**src/rtl/wb_rom_arb.sv**
```systemverilog
// wb_rom_arb: two-master round-robin Wishbone arbiter in front of the boot/program ROM slave.
// Latency: grant registered one edge after the request; data, address and responses pass through combinationally.
// Backpressure: the non-owner stalls (no ack/err) until the owner drops cyc; a watchdog errors out silent accesses.
//
// Ports:
//   wb_clk_i, wb_rst_i          clock, asynchronous active-high reset
//   mN_adr/dat/sel/we/cyc/stb_i master N request (N = 0 fetch, 1 load/store)
//   mN_dat_o, mN_ack_o, mN_err_o master N response; read data is broadcast to both
//   s_*_o / s_dat/ack/err_i     single shared slave port
//   gnt_o                       one-hot current owner, 2'b00 when idle
module wb_rom_arb #(
    parameter int AW  = 32,
    parameter int DW  = 32,
    parameter int TMO = 16
) (
    input  logic          wb_clk_i,
    input  logic          wb_rst_i,

    input  logic [AW-1:0] m0_adr_i,
    input  logic [DW-1:0] m0_dat_i,
    input  logic [3:0]    m0_sel_i,
    input  logic          m0_we_i,
    input  logic          m0_cyc_i,
    input  logic          m0_stb_i,
    output logic [DW-1:0] m0_dat_o,
    output logic          m0_ack_o,
    output logic          m0_err_o,

    input  logic [AW-1:0] m1_adr_i,
    input  logic [DW-1:0] m1_dat_i,
    input  logic [3:0]    m1_sel_i,
    input  logic          m1_we_i,
    input  logic          m1_cyc_i,
    input  logic          m1_stb_i,
    output logic [DW-1:0] m1_dat_o,
    output logic          m1_ack_o,
    output logic          m1_err_o,

    output logic [AW-1:0] s_adr_o,
    output logic [DW-1:0] s_dat_o,
    output logic [3:0]    s_sel_o,
    output logic          s_we_o,
    output logic          s_cyc_o,
    output logic          s_stb_o,
    input  logic [DW-1:0] s_dat_i,
    input  logic          s_ack_i,
    input  logic          s_err_i,

    output logic [1:0]    gnt_o
);

    typedef enum logic [1:0] {
        IDLE = 2'd0,
        GNT0 = 2'd1,
        GNT1 = 2'd2
    } state_t;

    // A zero limit still needs a legal one-bit counter; it is simply held at zero.
    localparam int CW = (TMO > 0) ? $clog2(TMO + 1) : 1;
    localparam logic [CW-1:0] TMO_C = CW'(TMO);

    state_t        state_q, state_d;
    logic          last_q, last_d;
    logic [CW-1:0] cnt_q, cnt_d;

    logic req0, req1;
    logic tmo_hit;
    logic err_raw;

    assign req0 = m0_cyc_i & m0_stb_i;
    assign req1 = m1_cyc_i & m1_stb_i;

    // State register
    always_ff @(posedge wb_clk_i or posedge wb_rst_i) begin
        if (wb_rst_i) begin
            state_q <= IDLE;
            last_q  <= 1'b1;    // master 0 wins the first tie
            cnt_q   <= '0;
        end else begin
            state_q <= state_d;
            last_q  <= last_d;
            cnt_q   <= cnt_d;
        end
    end

    // Next-state: round-robin only from IDLE; the owner keeps the slave for its whole cycle.
    always_comb begin
        state_d = state_q;
        last_d  = last_q;
        case (state_q)
            IDLE: begin
                if (req0 && (!req1 || last_q)) begin
                    state_d = GNT0;
                    last_d  = 1'b0;
                end else if (req1) begin
                    state_d = GNT1;
                    last_d  = 1'b1;
                end
            end
            GNT0:    if (!m0_cyc_i) state_d = IDLE;
            GNT1:    if (!m1_cyc_i) state_d = IDLE;
            default: state_d = IDLE;
        endcase

        // Watchdog only runs while the slave is actually strobed and silent;
        // a hit clears the count so the error repeats every TMO+1 cycles.
        cnt_d = cnt_q;
        if (TMO == 0) begin
            cnt_d = '0;
        end else if ((state_d != state_q) || s_ack_i || s_err_i || !s_stb_o || tmo_hit) begin
            cnt_d = '0;
        end else begin
            cnt_d = cnt_q + CW'(1);
        end
    end

    // Outputs: slave-side mux and owner-only responses.
    always_comb begin
        s_adr_o = m0_adr_i;
        s_dat_o = m0_dat_i;
        s_sel_o = m0_sel_i;
        s_we_o  = 1'b0;
        s_cyc_o = 1'b0;
        s_stb_o = 1'b0;
        gnt_o   = 2'b00;
        case (state_q)
            GNT0: begin
                s_we_o  = m0_we_i;
                s_cyc_o = m0_cyc_i;
                s_stb_o = m0_stb_i;
                gnt_o   = 2'b01;
            end
            GNT1: begin
                s_adr_o = m1_adr_i;
                s_dat_o = m1_dat_i;
                s_sel_o = m1_sel_i;
                s_we_o  = m1_we_i;
                s_cyc_o = m1_cyc_i;
                s_stb_o = m1_stb_i;
                gnt_o   = 2'b10;
            end
            default: ;
        endcase

        tmo_hit = (TMO != 0) && s_stb_o && (cnt_q == TMO_C);
        // A real ack arriving on the timeout cycle takes precedence over the watchdog error.
        err_raw = (s_err_i & s_stb_o) | (tmo_hit & ~s_ack_i);

        m0_ack_o = (state_q == GNT0) & s_ack_i & s_stb_o;
        m1_ack_o = (state_q == GNT1) & s_ack_i & s_stb_o;
        m0_err_o = (state_q == GNT0) & err_raw;
        m1_err_o = (state_q == GNT1) & err_raw;
        m0_dat_o = s_dat_i;
        m1_dat_o = s_dat_i;
    end

endmodule

```
**config.mk**
```make
export PLATFORM = sky130hd
export DESIGN_NAME = wb_rom_arb
export DESIGN_NICKNAME = d
export VERILOG_FILES = /design/src/rtl/wb_rom_arb.sv
export SDC_FILE = /design/constraint.sdc
export NUM_CORES = 1
export LEC_CHECK = 0
export ABC_AREA = 1
export BUFFER_PORTS_ARGS = -buffer_cell sky130_fd_sc_hd__buf_2
export CAP_MARGIN = 20
export CORE_AREA = 3 3 122 124
export DETAILED_ROUTE_END_ITERATION = 10
export DIE_AREA = 0 0 125 127
export PLACE_DENSITY_LB_ADDON = 0.15
export SLEW_MARGIN = 20
export SYNTH_ARGS = -nofsm -noshare
export SYNTH_HDL_FRONTEND = slang
export SYNTH_SLANG_ARGS = --single-unit
export TNS_END_PERCENT = 30
```
**constraint.sdc**
```tcl
create_clock -name wb_clk_i -period 1.8 [get_ports wb_clk_i]
set_input_delay 0.36 -clock wb_clk_i [delete_from_list [all_inputs] [get_ports wb_clk_i]]
set_output_delay 0.36 -clock wb_clk_i [all_outputs]
set_load 0.02 [all_outputs]
```
==> impl_metrics.tcl <==
set metrics [dict create \
    run_status "finished with violations" \
    violations "negative setup slack" \
    setup_ws_ps -122 \
    path_class "reg -> out" \
    ys_seq_area_share_pct 10.2 \
    rows 43 \
    synthesis.nets 553 \
    slowest_stage "dfrtp_1" \
    dieArea_um2 15900 \
    post-route-period-util_pct 107 \
    final.setup_skew_ps 0.469 \
    synth_cell_types 23 \
    die_h_um 127 \
    rsz0062_at_grt "yes" \
    final_cell_mix "nand2_1 (195), buf_2 (148), buf_4 (51), buf_6 (32), nand2_2 (28)" \
    route.detailed.drc 0 \
    yosys.area_share.simple_pct 52.3 \
    numClockSinks 8 \
    wl_mm 11.4 \
    ioPinCount 319 \
    grt_pass1_vias 2643 \
    critPathTopFamily "buffers and inverters" \
    drtAntennaViolNets 0 \
    max_cap_viol_count 0 \
    crit_chain "ha_4, buf_12, inv_12, clkbuf_16, nand2_1, nand2_1, buf_4" \
    die_x_um 125 \
    powerDensity_nw_per_um2 1330 \
    port_buffers 222 \
    synth_warnings 0 \
    power_w 0.00502 \
    diodes 0 \
    cp_data_required_time_ps 1440 \
    clock_latency_ps 230 \
    fin_crit_ps 1920 \
    cts_tree "yes" \
    hpwl_mm 8.44 \
    critical_path_arrival_ps 1560 \
    via_per_inst 3.92 \
    synth_compound_area_share_pct 1.02 \
    critPathCaptureType "output pin" \
    ctsHoldBuffers 0 \
    hold_viol 0 \
    grt_pass1_wl_mm 15.2 \
    drtPass1Iterations 4 \
    gp_congestion 0.839 \
    htree_num_levels 1 \
    core-area_um2 13900 \
    peakVddDrop_mv 0.554 \
    crit_buf_inv 4 \
    crit_fanout 8 \
    worst_setup_path_start_kind "flop" \
    synth_area_per_cell_um2 5.34 \
    cts.reportedPaths.clkPinSlew_ps 40 \
    post_drt_wl_per_cell_um 15.9 \
    synth-adder-area-share_pct 3.81 \
    antenna_found_initial 0 \
    max_slew_margin_pct 75.9 \
    tightest_slew_ps 362 \
    cts_root_buf "clkbuf_16" \
    hold_ws_ps 86.5 \
    drive_gt1_share_pct 56.7 \
    final_common_cell "nand2_1" \
    drt_iter0_markers 116 \
    cts_made_buffers 3 \
    fmaxAchievable_mhz 520 \
    slew_violations 0 \
    grt_max_degree 33 \
    track_usage_pct 11.9 \
    postLayoutCoreUtil_pct 27.2 \
    overflow 0 \
    syn_inst 369 \
    ys_ff_latch 8 \
    synth_top_family_by_area "simple AND/OR/NAND/NOR gates" \
    min_path_type "in -> async" \
    critical_path.max_stage_delay_ps 420 \
    nets 726 \
    finalSetupViolations 74 \
    cts_buffer_depth 2 \
    start_util_pct 14.2 \
    path_common_cell "nand2_1" \
    p_leak_nw 2.22 \
    via_count 2828 \
    synthMuxAreaShare_pct 0 \
    synthesis.area_um2 1970 \
    area_growth_pct 91.4 \
    synth_xor_area_share_pct 1.33 \
]
[kinds of logic after synthesis]
family / count (synthesis)
compound gates: 4
xor+xnor: 3
fa+ha+maj: 6
buf+inv: 98
flops: 8
simple gates: 250
[flip-flops by register name (all words and copies together), names as in the netlist]
signal / cells
cnt_q: 5
state_q: 2
last_q: 1
[synth_stat cells, drive strengths merged]
cell type / n / area (um2)
a21oi: 3 / 15.0
nand2: 227 / 872
nor2: 2 / 10.0
o21ai: 1 / 5.00
ha: 6 / 75.1
xnor2: 1 / 8.76
buf: 67 / 502
inv: 19 / 71.3
dfstp: 1 / 26.3
clkbuf: 12 / 45.0
xor2: 2 / 17.5
nor3: 9 / 70.1
nand3: 12 / 77.6
dfrtp: 7 / 175
[routing by layer]
metal | GRT usage, % | share of wire [%] | vias to the layer above
met1 | 14.8 | 39 | 1260
met4 | 1.47 | 1.0 | 0
met5 | 0 | 0 | -
met3 | 2.97 | 7.7 | 10
met2 | 21.6 | 52 | 168
li1 | - | - | 1390
[cell type report]
class | instances | area (um2)
flip-flops and latches | 8 | 201
fillers | 1581 | 10100
clock buffers | 4 | 78.8
well taps | 180 | 225
multi-input cells | 263 | 1340
repair buffers | 247 | 1840
inverters | 19 | 83.8
[path summary, 6_finish.rpt]
| kind | start | end | slack [ps] | cells past startpoint |
|---|---|---|---|---|
| min in group wb_clk_i | m1_cyc_i | last_q$_DFFE_PP1P_ | 460 | 5 |
| max in group asynchronous | wb_rst_i | last_q$_DFFE_PP1P_ | 1410 | 2 |
| worst max-delay path | state_q[1]$_DFF_PP0_ | s_adr_o[1] | -120 | 7 |
| worst max register to register | state_q[0]$_DFF_PP0_ | cnt_q[4]$_DFF_PP0_ | 140 | 12 |
| worst min register to register | cnt_q[0]$_DFF_PP0_ | cnt_q[0]$_DFF_PP0_ | 550 | 2 |
| worst min-delay path | wb_rst_i | state_q[1]$_DFF_PP0_ | 90 | 2 |
[metrics by stage]
step | instance area (um2) | setup WS (ps) | std cells | setup TNS [ps]
floorplan | 2060 | 7.45 | 369 | 0
global placement | 2950 | 63.8 | 701 | 0
detailed placement | 2950 | 32.7 | 701 | 0
CTS | 3310 | -127 | 710 | -6610
global route | 3770 | -182 | 721 | -11440
finish | 3770 | -122 | 721 | -5630
[report_power, final]
part           total, W  internal, W  switching, W
Clock          0.000397     0.000296      0.000101
Sequential     0.000242     0.000220     0.0000220
Combinational   0.00438      0.00195       0.00243
[timing repair]
item,4_1_cts,5_1_grt
resized for setup,57,92
setup endpoints to repair,75,81
pin swaps,10,7
setup buffers,2,6
cloned,3,6
No activity file was read; power rests on OpenSTA's default activity.
